### src/rtl/wm_pkg.sv
// Shared types for the washing-machine cycle controller: drum/valve state
// encodings, program-select values and the wash-length multiplier.
package wm_pkg;

   // State encodings are decoded directly by the drum/valve drivers.
   typedef enum logic [2:0] {
      ST_IDLE  = 3'd0,
      ST_FILL  = 3'd1,
      ST_WASH  = 3'd2,
      ST_RINSE = 3'd3,
      ST_SPIN  = 3'd4,
      ST_DONE  = 3'd5
   } state_e;

   typedef enum logic [1:0] {
      MODE_QUICK  = 2'd0,
      MODE_NORMAL = 2'd1,
      MODE_HEAVY  = 2'd2,
      MODE_RSVD   = 2'd3
   } mode_e;

   // Wash length multiplier; the unused selector value runs as normal.
   function automatic int unsigned wash_mult(input mode_e m);
      case (m)
         MODE_QUICK: return 1;
         MODE_HEAVY: return 3;
         default:    return 2;
      endcase
   endfunction

endpackage

### src/rtl/wm_cycle_ctrl_if.sv
// Panel-to-controller bundle: coin/lid/program inputs and the registered
// status outputs that feed the drum and valve drivers.
interface wm_cycle_ctrl_if #(
   parameter int CNT_W = 8
) ();
   logic             coin;
   logic             lid_open;
   logic             second_wash;
   logic [1:0]       mode;
   logic [2:0]       state;
   logic [CNT_W-1:0] time_left;
   logic [3:0]       credit;
   logic             door_lock;
   logic             paused;
   logic             done;

   // Panel side: drives the inputs, observes the status.
   modport master (
      output coin, lid_open, second_wash, mode,
      input  state, time_left, credit, door_lock, paused, done
   );

   // Controller side.
   modport slave (
      input  coin, lid_open, second_wash, mode,
      output state, time_left, credit, door_lock, paused, done
   );
endinterface

### src/rtl/wm_phase_timer.sv
// Phase down-counter: load has priority, otherwise counts down once per
// enabled cycle and parks at zero. zero_o flags the final cycle of a phase.
module wm_phase_timer #(
   parameter int CNT_W = 8
) (
   input  logic             clk,
   input  logic             rst,
   input  logic             load_i,
   input  logic [CNT_W-1:0] load_val_i,
   input  logic             en_i,
   output logic [CNT_W-1:0] count_o,
   output logic             zero_o
);
   logic [CNT_W-1:0] count_q, count_d;

   // Next count: reload on phase entry, otherwise decrement when enabled.
   always_comb begin
      count_d = count_q;
      if (load_i)
         count_d = load_val_i;
      else if (en_i && count_q != '0)
         count_d = count_q - CNT_W'(1);
   end

   // Count register.
   always_ff @(posedge clk) begin
      if (rst)
         count_q <= '0;
      else
         count_q <= count_d;
   end

   assign count_o = count_q;
   assign zero_o  = (count_q == '0);
endmodule

### src/rtl/wm_cycle_ctrl.sv
// Coin-operated washer controller: accumulates credit, then runs
// FILL -> WASH -> RINSE (-> WASH ...) -> SPIN -> DONE with a lid interlock
// that freezes the run while the lid is open.
module wm_cycle_ctrl
   import wm_pkg::*;
#(
   parameter int CNT_W     = 8,
   parameter int PRICE     = 2,
   parameter int FILL_T    = 4,
   parameter int WASH_T    = 8,
   parameter int RINSE_T   = 6,
   parameter int SPIN_T    = 5,
   parameter int MAX_EXTRA = 3
) (
   input  logic          clk,
   input  logic          rst,
   wm_cycle_ctrl_if.slave bus
);
   localparam logic [3:0] PRICE_C = 4'(PRICE);
   localparam int         EXW     = (MAX_EXTRA < 1) ? 1 : $clog2(MAX_EXTRA + 1);

   state_e           state_q, state_d;
   mode_e            mode_q, mode_d;
   logic [3:0]       credit_q, credit_d, credit_sum;
   logic [EXW-1:0]   extra_q, extra_d;
   logic             paused_q, paused_d;
   logic             lock_q, lock_d;
   logic             done_q, done_d;
   logic             in_run;

   logic             tmr_load, tmr_en, tmr_zero;
   logic [CNT_W-1:0] tmr_val, tmr_count, wash_len;

   // Wash phase reload value for the program latched at start.
   assign wash_len = CNT_W'(WASH_T * wash_mult(mode_q) - 1);
   assign in_run   = state_q inside {ST_FILL, ST_WASH, ST_RINSE, ST_SPIN};

   wm_phase_timer #(.CNT_W(CNT_W)) u_timer (
      .clk       (clk),
      .rst       (rst),
      .load_i    (tmr_load),
      .load_val_i(tmr_val),
      .en_i      (tmr_en),
      .count_o   (tmr_count),
      .zero_o    (tmr_zero)
   );

   // Next-state, credit, pass count and timer control. An open lid blocks
   // both the countdown and the phase exit, so a pause always wins over exit.
   always_comb begin
      state_d    = state_q;
      mode_d     = mode_q;
      credit_d   = credit_q;
      extra_d    = extra_q;
      credit_sum = credit_q;
      tmr_load   = 1'b0;
      tmr_en     = 1'b0;
      tmr_val    = '0;

      case (state_q)
         ST_IDLE: begin
            if (bus.coin && credit_q < PRICE_C)
               credit_sum = credit_q + 4'd1;
            credit_d = credit_sum;
            if (credit_sum == PRICE_C && !bus.lid_open) begin
               state_d  = ST_FILL;
               credit_d = '0;
               mode_d   = mode_e'(bus.mode);
               extra_d  = '0;
               tmr_load = 1'b1;
               tmr_val  = CNT_W'(FILL_T - 1);
            end
         end
         ST_FILL, ST_WASH, ST_RINSE, ST_SPIN: begin
            if (!bus.lid_open) begin
               if (!tmr_zero) begin
                  tmr_en = 1'b1;
               end else begin
                  tmr_load = 1'b1;
                  case (state_q)
                     ST_FILL: begin
                        state_d = ST_WASH;
                        tmr_val = wash_len;
                     end
                     ST_WASH: begin
                        state_d = ST_RINSE;
                        tmr_val = CNT_W'(RINSE_T - 1);
                     end
                     ST_RINSE: begin
                        if (bus.second_wash && extra_q < EXW'(MAX_EXTRA)) begin
                           state_d = ST_WASH;
                           tmr_val = wash_len;
                           extra_d = extra_q + EXW'(1);
                        end else begin
                           state_d = ST_SPIN;
                           tmr_val = CNT_W'(SPIN_T - 1);
                        end
                     end
                     default: begin
                        state_d = ST_DONE;
                        tmr_val = '0;
                     end
                  endcase
               end
            end
         end
         ST_DONE: state_d = ST_IDLE;
         default: state_d = ST_IDLE;
      endcase

      paused_d = in_run && bus.lid_open;
      lock_d   = state_d inside {ST_FILL, ST_WASH, ST_RINSE, ST_SPIN};
      done_d   = (state_d == ST_DONE);
   end

   // Controller registers; reset aborts any run and drops held credit.
   always_ff @(posedge clk) begin
      if (rst) begin
         state_q  <= ST_IDLE;
         mode_q   <= MODE_QUICK;
         credit_q <= '0;
         extra_q  <= '0;
         paused_q <= 1'b0;
         lock_q   <= 1'b0;
         done_q   <= 1'b0;
      end else begin
         state_q  <= state_d;
         mode_q   <= mode_d;
         credit_q <= credit_d;
         extra_q  <= extra_d;
         paused_q <= paused_d;
         lock_q   <= lock_d;
         done_q   <= done_d;
      end
   end

   assign bus.state     = state_q;
   assign bus.time_left = tmr_count;
   assign bus.credit    = credit_q;
   assign bus.door_lock = lock_q;
   assign bus.paused    = paused_q;
   assign bus.done      = done_q;
endmodule

### src/flat_wrapper.sv
// flat-port wrapper written by rule: the top's interface ports become plain ports
module wm_cycle_ctrl_flat import wm_pkg::*;
#(
   parameter int CNT_W     = 8,
   parameter int PRICE     = 2,
   parameter int FILL_T    = 4,
   parameter int WASH_T    = 8,
   parameter int RINSE_T   = 6,
   parameter int SPIN_T    = 5,
   parameter int MAX_EXTRA = 3
)
  (clk, rst, bus_coin, bus_lid_open, bus_second_wash, bus_mode, bus_state, bus_time_left, bus_credit, bus_door_lock, bus_paused, bus_done);
  wm_cycle_ctrl_if #(.CNT_W(CNT_W)) bus_i ();
  input  logic clk;
  input  logic rst;
  input wire logic [$bits(bus_i.coin)-1:0] bus_coin;
  input wire logic [$bits(bus_i.lid_open)-1:0] bus_lid_open;
  input wire logic [$bits(bus_i.second_wash)-1:0] bus_second_wash;
  input wire logic [$bits(bus_i.mode)-1:0] bus_mode;
  output wire logic [$bits(bus_i.state)-1:0] bus_state;
  output wire logic [$bits(bus_i.time_left)-1:0] bus_time_left;
  output wire logic [$bits(bus_i.credit)-1:0] bus_credit;
  output wire logic [$bits(bus_i.door_lock)-1:0] bus_door_lock;
  output wire logic [$bits(bus_i.paused)-1:0] bus_paused;
  output wire logic [$bits(bus_i.done)-1:0] bus_done;
  assign bus_i.coin = bus_coin;
  assign bus_i.lid_open = bus_lid_open;
  assign bus_i.second_wash = bus_second_wash;
  assign bus_i.mode = bus_mode;
  assign bus_state = bus_i.state;
  assign bus_time_left = bus_i.time_left;
  assign bus_credit = bus_i.credit;
  assign bus_door_lock = bus_i.door_lock;
  assign bus_paused = bus_i.paused;
  assign bus_done = bus_i.done;
  wm_cycle_ctrl #(.CNT_W(CNT_W), .PRICE(PRICE), .FILL_T(FILL_T), .WASH_T(WASH_T), .RINSE_T(RINSE_T), .SPIN_T(SPIN_T), .MAX_EXTRA(MAX_EXTRA)) u_core (.clk(clk), .rst(rst), .bus(bus_i));
endmodule
### config.mk
export PLATFORM = sky130hd
export DESIGN_NAME = wm_cycle_ctrl_flat
export DESIGN_NICKNAME = d
export VERILOG_FILES = /design/src/rtl/wm_pkg.sv /design/src/rtl/wm_cycle_ctrl_if.sv /design/src/rtl/wm_phase_timer.sv /design/src/rtl/wm_cycle_ctrl.sv /design/src/flat_wrapper.sv
export SDC_FILE = /design/constraint.sdc
export NUM_CORES = 1
export LEC_CHECK = 0
export CAP_MARGIN = 20
export CORE_MARGIN = 5
export CORE_UTILIZATION = 53
export DETAILED_ROUTE_END_ITERATION = 10
export GPL_TIMING_DRIVEN = 0
export PLACE_DENSITY = 0.88
export SLEW_MARGIN = 10
export SYNTH_ARGS = -nofsm -noshare
export SYNTH_HDL_FRONTEND = slang
export SYNTH_SLANG_ARGS = --single-unit
### constraint.sdc
create_clock -name clk -period 3.55 [get_ports clk]
set_clock_uncertainty 0.15 [all_clocks]
set_input_delay 0.71 -clock clk [delete_from_list [all_inputs] [get_ports clk]]
set_output_delay 0.71 -clock clk [all_outputs]
set_load 0.05 [all_outputs]
==> summary.txt <==
==================================================================================
Outcome .............................................................    completed
Count of standard-cell rows .........................................           17
Final antenna-violating net count ...................................            0
Synth Cell Area .....................................................  0.00118 mm2
RSZ-0062 raised after global routing ................................        false
Startpoint type of the worst setup path ............................. primary input
Vias in the first global route ......................................         1096
Slowest stage cell, crit path .......................................       or3b_2
Signal arrival time at the worst endpoint ...........................      2.75 ns
Die width ...........................................................      57.2 um
Total of max-cap violations .........................................            0
Area taken by flip-flops and latches ................................      440 um2
Number of nets produced by synthesis ................................          150
Highest ir drop seen on vdd .........................................       453 uV
Critical path start-end classification ..............................       in2reg
Final HPWL from detailed placement ..................................      2130 um
Worst-margin pin slew ...............................................     0.619 ns
Fraction of power consumed by combinational cells ...................        0.592
Number of antenna violations at the first check in global routing ...            0
Global-route wire length before repair ..............................      4670 um
Path type of the worst min-delay path ...............................      reg2reg
Core footprint ......................................................  0.00217 mm2
Simple-gate share of the synthesized area ...........................        0.331
Fillers .............................................................          199
Multi-input logic area ..............................................      714 um2
Post-route setup TNS ................................................         0 ns
Internal ............................................................       619 uW
Pin count of the biggest net entering global routing ................           13
Post-layout instance area ...........................................  0.00149 mm2
Number of hold-slack violations in the final timing report ..........            0
Cell area after placement ...........................................  0.00146 mm2
Final core utilization ..............................................        0.688
Iteration count of the initial detailed-routing pass ................            4
Layout Area Growth over Synthesis ...................................        26.4%
Share of final-layout standard cells stronger than drive strength 1 .       0.0599
Placed cell count ...................................................          191
Maximum clock frequency .............................................    0.376 GHz
CTS root buf ........................................................     clkbuf_4
Relative contribution of sequential cells to total power ............        0.293
Synth Area in Adders ................................................       0.0424
Yosys reg bits ......................................................           22
Global router's overall resource usage ..............................        0.175
Final Critical Period ...............................................      2.66 ns
Average wire per standard cell ......................................      14.2 um
Count of cells resized by post-cts repair ...........................            0
Dominant combinational cell family by area after synthesis .......... simple AND/OR/NAND/NOR gates
DRC violation total after the first TritonRoute iteration ...........           26
Register area share after synthesis .................................        0.373
Cts bufs inserted ...................................................            3
Clock slew at reported path FFs .....................................      0.11 ns
Setup violators final ...............................................            0
Static leakage power ................................................     0.549 nW
Pre-CTS setup slack .................................................     0.569 ns
Number of library cell types mapped by synthesis ....................           44
Total number of vias ................................................         1139
Total number of clock tree sinks ....................................           22
Cell area power density .............................................   806 mW/mm2
Post-layout nets ....................................................          179
CP Data Required Time ...............................................      3.64 ns
Fin. max-slew vios ..................................................            0
Drt via density .....................................................         5.84
Final antenna diode count ...........................................            0
Number of top-level design ports ....................................           25
Total Wirelength ....................................................      2760 um
Latest clock arrival within the worst-skew pair .....................      0.31 ns
Count of input and output buffers ...................................           24
Syn_area_per_cell ...................................................     8.50 um2
Sum of buffers and inverters on the critical path ...................            1
RePlAce Congestion ..................................................        0.886
Complex-gate fraction of the synthesized area .......................        0.183
Sw power ............................................................       585 uW
Slew margin rel. ....................................................        0.586
Multiplexer fraction of the synthesized cell area ...................       0.0339
Critical path's top delay family .................................... simple AND/OR/NAND/NOR gates
Share of the clock period used by the worst path after layout .......        0.749
Cell chain of the critical path ..................................... clkdlybuf4s50_1 -> or3b_2 -> nor4_4 -> a31oi_1 -> or3b_1 -> a21oi_1
Maximum count of clock buffers along a single path ..................            2
Total of warnings raised by yosys ...................................            0
Worst hold margin ...................................................     0.349 ns
Setup crit end kind .................................................    flip-flop
Share of total power in the clock network ...........................        0.114
Worst path setup slack after routing ................................     0.890 ns
Number of hold-repair buffers added at the cts stage ................            0
Post-Syn Instances ..................................................          139
Total Power Consumption .............................................      1.20 mW
H-tree depth reported by CTS ........................................            1
TritonCTS clock tree ................................................          yes
Die area ............................................................  0.00327 mm2
Delay of the slowest cell on the worst path .........................      0.58 ns
Global route total overflow .........................................            0
Height of the die ...................................................      57.2 um
Effective utilization at floorplan ..................................        0.544
XOR/XNOR share of the synthesized area ..............................       0.0148
Final Non-Filler Cells ..............................................          195
Highest fanout seen on the critical path ............................            8
Switching share of power ............................................        0.486
DRC viols ...........................................................            0
Setup Fix Bufs, Post-CTS ............................................            0
==================================================================================
## routing by layer
metal | share of wire | global-route usage
met3 | 0.042 | 0.0271
met2 | 0.49 | 0.295
met4 | 0.014 | 0.0695
met1 | 0.45 | 0.224
met5 | 0 | 0
## cells in the final DEF (no fill, tap or decap), drive strengths merged, types with 2 or more instances in the layout
cell type	n
or4	2
dfxtp	22
o211ai	3
and3	2
clkbuf	8
nor3b	3
nand3b	2
nor3	6
or4b	2
nand2	12
o21ai	5
or3	3
a31oi	2
ha	4
nand2b	3
nor2	18
mux2i	4
nor4b	2
or3b	2
a21oi	9
o31ai	2
inv	3
clkdlybuf4s50	24
nand3	6
## final cells by class
class,instances,share of cell area
Multi-Input combinational cell,110,0.479
Sequential cell,22,0.295
Timing Repair Buffer,24,0.161
Clock buffer,4,0.0243
Tap cell,28,0.0235
Buffer,4,0.0101
Inverter,3,0.00754
## cells in the mapped netlist (all sizes together)
library cell	count	area share
a22oi	1	0.0064
nand3	6	0.025
nand4	1	0.0053
nor4b	2	0.020
a21o	1	0.0064
a221oi	1	0.0074
o31ai	2	0.013
xor2	1	0.0074
ha	4	0.042
or3b	2	0.015
nor4bb	1	0.0085
or4b	2	0.020
or3	3	0.016
nand2	12	0.038
o21a	1	0.0064
o311ai	1	0.0074
o21ai	5	0.021
a21oi	9	0.038
nor3	6	0.025
clkbuf	4	0.013
o211ai	3	0.019
inv	3	0.0095
a211oi	1	0.0064
or4	2	0.013
and2	1	0.0053
nand2b	3	0.016
nor3b	3	0.019
nand3b	2	0.013
o32ai	1	0.0074
dfxtp	22	0.37
nor2	18	0.057
o31a	1	0.0074
a41oi	1	0.0074
a21boi	1	0.0064
and3	2	0.011
a31oi	2	0.011
a2111oi	1	0.013
mux2i	4	0.034
xnor2	1	0.0074
nor4	1	0.018
nor2b	1	0.0053
## path summary, 6_finish.rpt
| path | from | end | slack [ns] | cells after the start |
|---|---|---|---|---|
| min | u_core.extra_q[1] | u_core.extra_q[1] | 0.35 | 2 |
| max reg2reg | u_core.bus.state[1] | u_core.u_timer.count_o[5] | 1.18 | 6 |
| min reg2reg | u_core.extra_q[1] | u_core.extra_q[1] | 0.35 | 2 |
| max | bus_lid_open | u_core.extra_q[1] | 0.89 | 6 |
## cells by family (layout without fill, tap and decap cells)
family	count (synthesis)	after routing
compound gates	32	32
fa+ha+maj	4	4
flops	22	22
xor+xnor	2	2
mux	4	4
simple gates	68	68
buf+inv	7	35
## power groups by stage
stage	Clock, mW	Sequential [mW]	Combinational [mW]
after detailed placement	0	0.358	0.708
after global placement	0	0.355	0.696
after CTS	0.140	0.352	0.710
after floorplan	0	0.495	0.385
after global routing	0.156	0.363	0.778
final	0.138	0.353	0.713
## flip-flops by register name (all words and copies together), names as in the netlist
name,count
u_core.bus.state,3
u_core.bus.paused,1
u_core.bus.done,1
u_core.bus.credit,4
u_core.bus.door_lock,1
u_core.mode_q,2
u_core.u_timer.count_o,8
u_core.extra_q,2
## worst register-to-register path: cells and delay by family (launching register included)
family / cells / cell delay, ns
flops: 1 / 0.35
compound gates: 1 / 0.16
buf+inv: 1 / 0.32
simple gates: 4 / 1.32
Power figures use the tool's default switching activity.
